<file path="config.mk">
export PLATFORM = sky130hd
export DESIGN_NAME = ucore_mem_responder
export DESIGN_NICKNAME = d
export VERILOG_FILES = /design/src/rtl/ucore_mem_responder.sv
export SDC_FILE = /design/constraint.sdc
export NUM_CORES = 1
export LEC_CHECK = 0
export CORE_MARGIN = 5
export CORE_UTILIZATION = 25
export DETAILED_ROUTE_END_ITERATION = 8
export PLACE_DENSITY = 0.5
export RECOVER_POWER = 25
export REMOVE_ABC_BUFFERS = 1
export SYNTH_ARGS = -nofsm -noshare
export SYNTH_HDL_FRONTEND = slang
export SYNTH_SLANG_ARGS = --single-unit
export TNS_END_PERCENT = 10
</file>
<file path="constraint.sdc">
create_clock -name clk -period 5.13 [get_ports clk]
set_input_delay 1.026 -clock clk [delete_from_list [all_inputs] [get_ports clk]]
set_output_delay 1.026 -clock clk [all_outputs]
set_load 0.02 [all_outputs]
</file>
<file path="src/rtl/ucore_mem_responder.sv">
// ---------------------------------------------------------------------------
// ucore_mem_responder
//
// Target end of a ucore core's request/response port. Accepts one request at
// a time, services it against a small register-array memory, and returns a
// response after a fixed latency (1 cycle for writes, RD_LATENCY for reads).
//
// Parameters
//   DATA_W      data word width
//   ADDR_W      word address width
//   DEPTH       implemented words (1..2**ADDR_W); higher addresses are errors
//   RD_LATENCY  read response latency in cycles (1..15)
//
// Ports
//   clk        clock, rising edge
//   aresetn    asynchronous active-low reset (clears memory and outputs)
//   req_valid  core presents a request
//   req_write  1 = write, 0 = read
//   req_addr   word address
//   req_wdata  write data
//   req_ready  responder can accept a request (registered)
//   rsp_valid  response available (registered)
//   rsp_rdata  read data, 0 for writes and errors (registered)
//   rsp_error  address was out of range (registered)
//   rsp_ready  core consumes the response
// ---------------------------------------------------------------------------
module ucore_mem_responder #(
    parameter int DATA_W     = 32,
    parameter int ADDR_W     = 4,
    parameter int DEPTH      = 12,
    parameter int RD_LATENCY = 2
) (
    input  logic              clk,
    input  logic              aresetn,
    input  logic              req_valid,
    input  logic              req_write,
    input  logic [ADDR_W-1:0] req_addr,
    input  logic [DATA_W-1:0] req_wdata,
    output logic              req_ready,
    output logic              rsp_valid,
    output logic [DATA_W-1:0] rsp_rdata,
    output logic              rsp_error,
    input  logic              rsp_ready
);

    typedef enum logic [1:0] {
        ST_IDLE,
        ST_WAIT,
        ST_RESP
    } state_t;

    localparam logic [ADDR_W:0] DEPTH_L     = (ADDR_W + 1)'(DEPTH);
    // Counter preload for the WAIT state; unused when RD_LATENCY is 1.
    localparam logic [3:0]      WAIT_LOAD   = 4'(RD_LATENCY - 2);
    localparam bit              DIRECT_READ = (RD_LATENCY == 1);

    state_t              state_reg;
    logic [3:0]          wait_cnt_reg;
    logic [DATA_W-1:0]   pend_rdata_reg;
    logic                pend_error_reg;

    logic [DEPTH*DATA_W-1:0] mem_flat;
    logic                    accept;
    logic                    in_range;
    logic [DATA_W-1:0]       rd_word;
    logic [DATA_W-1:0]       rd_data_next;

    // req_ready is only ever high in IDLE, so this is the acceptance edge.
    assign accept   = req_valid && req_ready;
    assign in_range = ({1'b0, req_addr} < DEPTH_L);

    // One register per word so every word can be cleared by reset.
    genvar gi;
    generate
        for (gi = 0; gi < DEPTH; gi++) begin : g_mem
            logic [DATA_W-1:0] word_reg;

            always_ff @(posedge clk or negedge aresetn) begin
                if (!aresetn) begin
                    word_reg <= '0;
                end else if (accept && req_write && in_range &&
                             (req_addr == ADDR_W'(gi))) begin
                    word_reg <= req_wdata;
                end
            end

            assign mem_flat[gi*DATA_W +: DATA_W] = word_reg;
        end
    endgenerate

    // Read mux over the implemented words; out-of-range addresses yield 0.
    always_comb begin
        rd_word = '0;
        for (int i = 0; i < DEPTH; i++) begin
            if (req_addr == ADDR_W'(i)) begin
                rd_word = mem_flat[i*DATA_W +: DATA_W];
            end
        end
    end

    // Writes and errors always return zero data.
    assign rd_data_next = (in_range && !req_write) ? rd_word : '0;

    always_ff @(posedge clk or negedge aresetn) begin
        if (!aresetn) begin
            state_reg      <= ST_IDLE;
            wait_cnt_reg   <= '0;
            pend_rdata_reg <= '0;
            pend_error_reg <= 1'b0;
            req_ready      <= 1'b0;
            rsp_valid      <= 1'b0;
            rsp_rdata      <= '0;
            rsp_error      <= 1'b0;
        end else begin
            case (state_reg)
                ST_IDLE: begin
                    req_ready <= 1'b1;
                    if (accept) begin
                        req_ready <= 1'b0;
                        if (req_write || DIRECT_READ) begin
                            state_reg <= ST_RESP;
                            rsp_valid <= 1'b1;
                            rsp_rdata <= rd_data_next;
                            rsp_error <= !in_range;
                        end else begin
                            // Data is captured now so the response reflects
                            // memory as it was at acceptance.
                            state_reg      <= ST_WAIT;
                            wait_cnt_reg   <= WAIT_LOAD;
                            pend_rdata_reg <= rd_data_next;
                            pend_error_reg <= !in_range;
                        end
                    end
                end

                ST_WAIT: begin
                    if (wait_cnt_reg == 4'd0) begin
                        state_reg <= ST_RESP;
                        rsp_valid <= 1'b1;
                        rsp_rdata <= pend_rdata_reg;
                        rsp_error <= pend_error_reg;
                    end else begin
                        wait_cnt_reg <= wait_cnt_reg - 4'd1;
                    end
                end

                ST_RESP: begin
                    if (rsp_ready) begin
                        state_reg <= ST_IDLE;
                        rsp_valid <= 1'b0;
                        rsp_rdata <= '0;
                        rsp_error <= 1'b0;
                        req_ready <= 1'b1;
                    end
                end

                default: begin
                    state_reg <= ST_IDLE;
                    req_ready <= 1'b0;
                    rsp_valid <= 1'b0;
                    rsp_rdata <= '0;
                    rsp_error <= 1'b0;
                end
            endcase
        end
    end

endmodule

</file>
* Yosys cells after proc, flatten, opt, wreduce, memory -nomap -nowiden
Cells that the tools add are included.
** Operators by class
- $add $sub $neg :: 1
- $lt $le $gt $ge :: 1
- Equal/unequal tests :: 19
- Mux-type cells :: 39
- Bitwise logic cells :: 2
- Reductions and logical operators :: 27
** Operators by type and width (count)
- 2-to-1 mux 32 bit :: 17
- case mux 32 bit (3 select lines) :: 1
- equality test 4 x 3 -> 1 bit (second input constant) :: 4
- equality test 4 bit (second input constant) :: 4
- logical AND 1 bit :: 16
- 2-to-1 mux 4 bit :: 3
- != test 2 bit (second input constant) :: 6
- 2-to-1 mux 1 bit :: 9
- case mux 1 bit (3 select lines) :: 3
- equality test 4 x 2 -> 1 bit (second input constant) :: 2
- zero test 4 bit :: 2
- 2-to-1 mux 2 bit :: 4
- case mux 4 bit (2 select lines) :: 1
- AND reduction 4 bit :: 2
- case mux 2 bit (3 select lines) :: 1
- AND reduction 3 bit :: 2
- equality test 4 x 1 -> 1 bit (second input constant) :: 1
- < comparator 4 bit (second input constant) :: 1
- subtractor 4 x 1 -> 4 bit (second input constant) :: 1
- equality test 2 x 1 -> 1 bit (second input constant) :: 1
- equality test 2 bit (second input constant) :: 1
- zero test 1 bit :: 2
- zero test 2 bit :: 1
- NOT 1 bit :: 2
- 2 further kinds :: 2
** Word-level totals
- Register bits :: 458
- Input bits :: 41
- Output and inout port bits :: 35

* Logic depth before layout (Yosys ltp)
Gate-level depths: netlist of run 1.
- Word-level depth :: 17
- Gate-level depth with buffers :: 10
- Gate-level depth less buffers :: 7

* Worst setup path before layout of run 1
OpenSTA, ideal clock, no wires.
- Kind :: input to register
- Start point :: in req_addr[1]
- End point :: reg g_mem[8].word_reg[10]
- Arrival :: 2.439 ns
- Required time :: 5.005 ns
- Slack :: 2.567 ns
- Stages on the path :: 5
- Path buffers :: 2
- Cell sequence :: buf_2 or2_2 nor3_1 buf_2 mux2_2
** On the way
- Longest elaborated chain between the ends :: 3
- Elaborated cells between the ends (all ways) :: 4
- Classes of those cells :: 1 x order compare; 1 x eq/ne; 2 x reduce/logical
** RTL lines
- start: declaration :: line 37 : input logic [ADDR_W-1:0] req_addr,
- < comparator 4 bit :: line 70 : assign in_range = ({1'b0, req_addr} < DEPTH_L);
- logical AND 1 bit :: line 81 : end else if (accept && req_write && in_range &&
- logical AND 1 bit * :: line 81
- end signal: assignment :: line 83 : word_reg <= req_wdata;
- end: declaration :: line 76 : logic [DATA_W-1:0] word_reg;
Every way passes the cells marked *; elsewhere a longest branch is shown, timed or not.
A chain may end at the register's enable or synchronous reset.

* Worst setup path in the final report of run 1
- Start point :: in req_addr[1]
- End point :: reg g_mem[1].word_reg[16]
** On the way
- Longest elaborated chain between the ends :: 3
- Elaborated cells between the ends (all ways) :: 4
- Classes of those cells :: 1 x order compare; 1 x eq/ne; 2 x reduce/logical
** RTL lines (line)
- < comparator 4 bit :: 70
- logical AND 1 bit :: 81
- logical AND 1 bit * :: 81
- end signal: assignment :: 83
- end: declaration :: 76
Marked as above.

==> results of run 1 <==
-- layer usage --
layer	GRT usage [%]	part of all wire [%]	wire (um)
met1	18.9	45	27300
met4	3.98	2.2	1340
met2	22.7	47	28800
met5	0	0	0
met3	2.36	5.3	3190
-- area by class of cell --
type                            count  area share (%)
Clock buffer                       75            6.02
Sequential cell                   458            47.5
Clock inverter                     13           0.539
Timing Repair Buffer              125            5.12
Inverter                            6          0.0933
Antenna cell                        1          0.0104
Tap cell                         1070            5.54
Multi-Input combinational cell   1027            35.2
-- cells in the mapped netlist (9+ instances only) --
cell type    n  area, sq um
dfrtp_1    458        11500
mux2_2     375         4220
nand2_1    182          683
o21ai_0     87          435
buf_2       65          325
clkbuf_1    45          169
a21oi_1     43          215
buf_1       35          131
nor2_1      35          131
o221ai_1    23          201
a222oi_1    22          220
mux2i_1     21          210
o22ai_1     20          125
mux2_1      18          203
mux4_2      17          383
o21ai_1     15         75.1
a211o_1     14          123
a211oi_1    14          105
a22o_1      14          123
nand3_1     14         70.1
nand3b_1    14          105
a31oi_1     13         81.3
a22oi_1      9         67.6
-- metrics by stage --
step | area (sq um) | instances | total power [mW] | worst slack, ps | utilization [%]
after floorplan | 19900 | 1491 | 6.42 | 372 | -
after global placement | 22600 | 2686 | 7.26 | 748 | 27.6
after detailed placement | 22600 | 2686 | 7.36 | 741 | 27.6
after CTS | 24200 | 2774 | 10.9 | 1360 | 29.5
after global routing | 24100 | 2774 | 11.4 | 966 | 29.5
final | 24100 | 2775 | 10.8 | 1280 | 29.5
-- worst max-delay path, cell delays in order --
cell     delay (ps)
buf_4           190
inv_1           620
nand2_1         830
nor2_4          920
buf_4           340
mux2_1          350
-- final timing paths --
| path | end | cells after the start | slack [ps] |
|---|---|---|---|
| setup / recovery | g_mem[1].word_reg[16]$_DFFE_PN0P_ | 6 | 1280 |
| setup reg to reg | pend_rdata_reg[14]$_DFFE_PN0P_ | 5 | 2180 |
| hold reg to reg | pend_rdata_reg[2]$_DFFE_PN0P_ | 2 | 470 |
| min in group asynchronous | g_mem[8].word_reg[8]$_DFFE_PN0P_ | 1 | 1540 |
| max in group asynchronous | g_mem[9].word_reg[6]$_DFFE_PN0P_ | 2 | 1630 |
| hold / removal | pend_rdata_reg[2]$_DFFE_PN0P_ | 2 | 470 |
-- power by group --
| group | total (mW) | switching, mW | internal [mW] |
|---|---|---|---|
| clock network | 3.51 | 1.46 | 2.05 |
| registers | 5.13 | 0.539 | 4.59 |
| logic | 2.13 | 1.03 | 1.09 |
-- cell families after synthesis --
group / Yosys count / share of synthesized area [%]
muxes: 431 / 24.4
buffers and inverters: 155 / 3.37
adders and majority gates: 2 / 0.122
xor gates and xnor gates: 2 / 0.0853
and+or+nand+nor: 275 / 5.79
AOI/OAI and AO/OA: 317 / 10.4
DFF: 458 / 55.8
==> metrics, run 1 <==
Yosys warnings 0; #FFs+latches synth 458; post-CTS setup buffer count 0; wire per inst 21.8 um; Starting Density 25.1%; final hold slack 467 ps; min-delay worst type register to register; GR Overflow Total 0; worst-path fanout max 21; Hold Vio Cnt, Final 0; total track usage 13.8%; commonest cells after routing, fill and taps aside dfrtp_1 (458), mux2_2 (375), nand2_1 (182); ys flop type dfrtp_1; critical path startpoint req_addr[1]; final WL 60.6 mm; Pleak 10.6 nW; RSZ-0062 raised after global routing no; min Tclk post-route 3850 ps; first-pass detailed-route iteration total 7; max_slew headroom -123%; Clock Tree Buf Depth 3; NumNets Final 1710; CP startpoint kind primary input; area occupied by multi-input gates 8500 sq um; routed vias 13700; number of global-route vias before repair 14600; die area 88000 sq um; initial antenna violation count 2; failing checks capacitance limit, slew limit; Die Wd 297 um; Largest register FFs 384; total negative slack 0 ps; mapped cell area 20500 sq um; worst hold path startpoint pend_rdata_reg[2]$_DFFE_PN0P_; CTS root buffer clkbuf_16; Finish-stage setup viols 0; RePlAce Congestion 0.787; period utilisation layout 75.1%; Vias/cell 4.93; Core ar. 81800 sq um; Slew Limit Fails 118; DP HPWL 37.9 mm; Syn Inst Count 1640; Worst-Margin Slew 3350 ps; Async SR Flop Fraction 100%; Reg-to-Reg Start state_reg[0]$_DFFE_PN0P_; maximum clock rate 0.259 GHz; commonest non-fill, non-tap cell in the layout dfrtp_1; Iter 0 DRT Violations 997; Clk Latency, worst-skew pair 590 ps; Req. time, crit path 5590 ps; Register Area 11500 sq um; largest net degree at the start of global routing 122; Layout Skew 17.7 ps; syn avg cell area 12.5 sq um; post-CTS resize count 0; cts hold-fix bufs 0; Worst EP arrival 4310 ps; Die Y-Extent 297 um; Post-synth EDFFs 0; Num Clock Sinks 458; TritonCTS clock tree done; H-tree depth 2; share of layout cells above drive strength 1 31.9%; Max IR drop VDD 0.000241 V; Num CTS Buffers 49; Max Cap Viol 1; CTS clk-pin slew, worst paths 60 ps; Layout area overhead 17.5%; status complete, but fails checks; DRC Markers 0; post-synth cell types 49; Routed Antenna Nets 0; WS Path Type primary input to register; first-pass GRT wire length 93.7 mm; post-synthesis sequential area ratio 55.8%; # IOs 76; Worst Setup End Kind register; Port Buffer Count 75; fillcell total 8272; number of core rows 105; Pwr Density 446 nW/um^2
No activity file was read; power rests on OpenSTA's default activity.
==> inputs of run 2 (changes only) <==
==> constraint.sdc (replaced) <==
create_clock -name clk -period 3.95 [get_ports clk]
set_input_delay 0.79 -clock clk [delete_from_list [all_inputs] [get_ports clk]]
set_output_delay 0.79 -clock clk [all_outputs]
set_load 0.02 [all_outputs]
==> metrics, run 2 (synthesis gave the netlist of run 1 again) <==
DP HPWL 38.3 mm (was 37.9 mm); # IOs 76 (unchanged); RSZ-0062 raised after global routing no (unchanged); GR Overflow Total 0 (unchanged); status complete, but fails checks (unchanged); Clk Latency, worst-skew pair 600 ps (was 590 ps); number of global-route vias before repair 14600 (about the same); Num Clock Sinks 458 (unchanged); Die Wd 297 um (unchanged); commonest non-fill, non-tap cell in the layout dfrtp_1 (unchanged); max_slew headroom -77.3% (was -123%); Num CTS Buffers 49 (unchanged); die area 88000 sq um (unchanged); failing checks capacitance limit, slew limit (unchanged); commonest cells after routing, fill and taps aside dfrtp_1 (458), mux2_2 (375), nand2_1 (182) (unchanged); TritonCTS clock tree done (unchanged); Hold Vio Cnt, Final 0 (unchanged); wire per inst 21.7 um (was 21.8 um); Layout Skew 17.8 ps (was 17.7 ps); fillcell total 8264 (was 8272); Req. time, crit path 4490 ps (was 5590 ps); Layout area overhead 18.7% (was 17.5%); post-CTS resize count 0 (unchanged); WS Path Type primary input to register (unchanged); maximum clock rate 0.339 GHz; largest net degree at the start of global routing 149 (was 122); first-pass detailed-route iteration total 5 (was 7); Worst-Margin Slew 2660 ps (was 3350 ps); RePlAce Congestion 0.841 (was 0.787); Largest register FFs 384 (unchanged); number of core rows 105 (unchanged); total track usage 13.6% (was 13.8%); Worst EP arrival 3490 ps (was 4310 ps); H-tree depth 2 (unchanged); Die Y-Extent 297 um (unchanged); fin cells 2795 (was 2775); CP startpoint kind primary input (unchanged); Slew Limit Fails 40 (was 118); Max IR drop VDD 0.000232 V (was 0.000241 V); Finished Core Util 29.8% (was 29.5%); CTS root buffer clkbuf_16 (unchanged); Pleak 10.7 nW (was 10.6 nW); setup slack after layout 1000 ps (was 1280 ps); min Tclk post-route 2950 ps; final WL 60.6 mm (about the same); Routed Antenna Nets 0 (unchanged); Iter 0 DRT Violations 964 (was 997); Starting Density 25.1% (unchanged); NumNets Final 1724 (was 1710); DRC Markers 0 (unchanged); first-pass GRT wire length 92.6 mm (was 93.7 mm); Pwr Density 592 nW/um^2 (was 446 nW/um^2); Worst Setup End Kind register (unchanged); Max Cap Viol 1 (unchanged); initial antenna violation count 4 (was 2); Finish-stage setup viols 0 (unchanged); placed cells 2700 (was 2686); final hold slack 476 ps (was 467 ps); cts hold-fix bufs 0 (unchanged); Clock Tree Buf Depth 3 (unchanged); Port Buffer Count 75 (unchanged); post-CTS setup buffer count 0 (unchanged); worst-path fanout max 18 (was 21); routed vias 13800 (was 13700); min-delay worst type register to register (unchanged); Vias/cell 4.94 (was 4.93); CTS clk-pin slew, worst paths 60 ps (about the same); share of layout cells above drive strength 1 32.6% (was 31.9%); Core ar. 81800 sq um (unchanged); dpl ws 450 ps (was 741 ps); period utilisation layout 74.6%
## run 2: cell types whose count changed in the layout (fill, tap and decap cells not counted), sizes merged
cell / delta
clkbuf: -8
buf: +14
bufinv: +6
clkinv: +5
clkinvlp: -2
inv: +3
diode: +2
## run 2: stage by stage
step           TNS, ps  power (mW)  cell area [sq um]
6_report             0        14.4              24400
4_1_cts              0        14.6              24400
3_3_place_gp         0        9.47              22700
5_1_grt              0        15.2              24400
3_5_place_dp         0        9.60              22700
2_1_floorplan   -26190        8.33              19900
## run 2: report_power, final
part | leakage, nW | internal, mW | switching, mW
combinational | 3.82 | 1.44 | 1.34
clock | 0.852 | 2.96 | 1.99
sequential | 6.03 | 5.96 | 0.726
## run 2: worst paths after layout
path / startpoint / to / slack, ps / depth (start not counted)
hold / removal: pend_rdata_reg[18]$_DFFE_PN0P_ / pend_rdata_reg[18]$_DFFE_PN0P_ / 480 / 2
min in group asynchronous: aresetn / rsp_rdata[8]$_DFFE_PN0P_ / 1040 / 1
max in group asynchronous: aresetn / g_mem[0].word_reg[23]$_DFFE_PN0P_ / 1070 / 2
setup reg to reg: state_reg[0]$_DFFE_PN0P_ / pend_rdata_reg[1]$_DFFE_PN0P_ / 1390 / 5
hold reg to reg: pend_rdata_reg[18]$_DFFE_PN0P_ / pend_rdata_reg[18]$_DFFE_PN0P_ / 480 / 2
setup / recovery: req_addr[3] / pend_rdata_reg[13]$_DFFE_PN0P_ / 1000 / 7
## run 2: layout make-up
type / count / area (sq um) / share of cell area, %
sequential: 458 / 11500 / 47.0
multi-input combinational: 1027 / 8500 / 34.9
clock buffer: 67 / 1360 / 5.59
tap: 1070 / 1340 / 5.49
timing repair buffer: 139 / 1330 / 5.45
clock inverter: 25 / 362 / 1.48
inverter: 6 / 22.5 / 0.0924
antenna: 3 / 7.51 / 0.0308
## run 2: critical path: stages
cell	delay, ps
clkdlybuf4s50_1	700
nand2b_1	300
buf_4	260
nor2_1	920
nand2_1	140
a31oi_1	240
a211o_1	120
## run 2: metal layers
layer	wire length (um)	vias up	GRT usage (%)
li1	-	6066	-
met5	21	-	0
met4	1630	4	4.33
met1	27200	7329	18.4
met2	28600	315	22.2
met3	3120	104	2.67
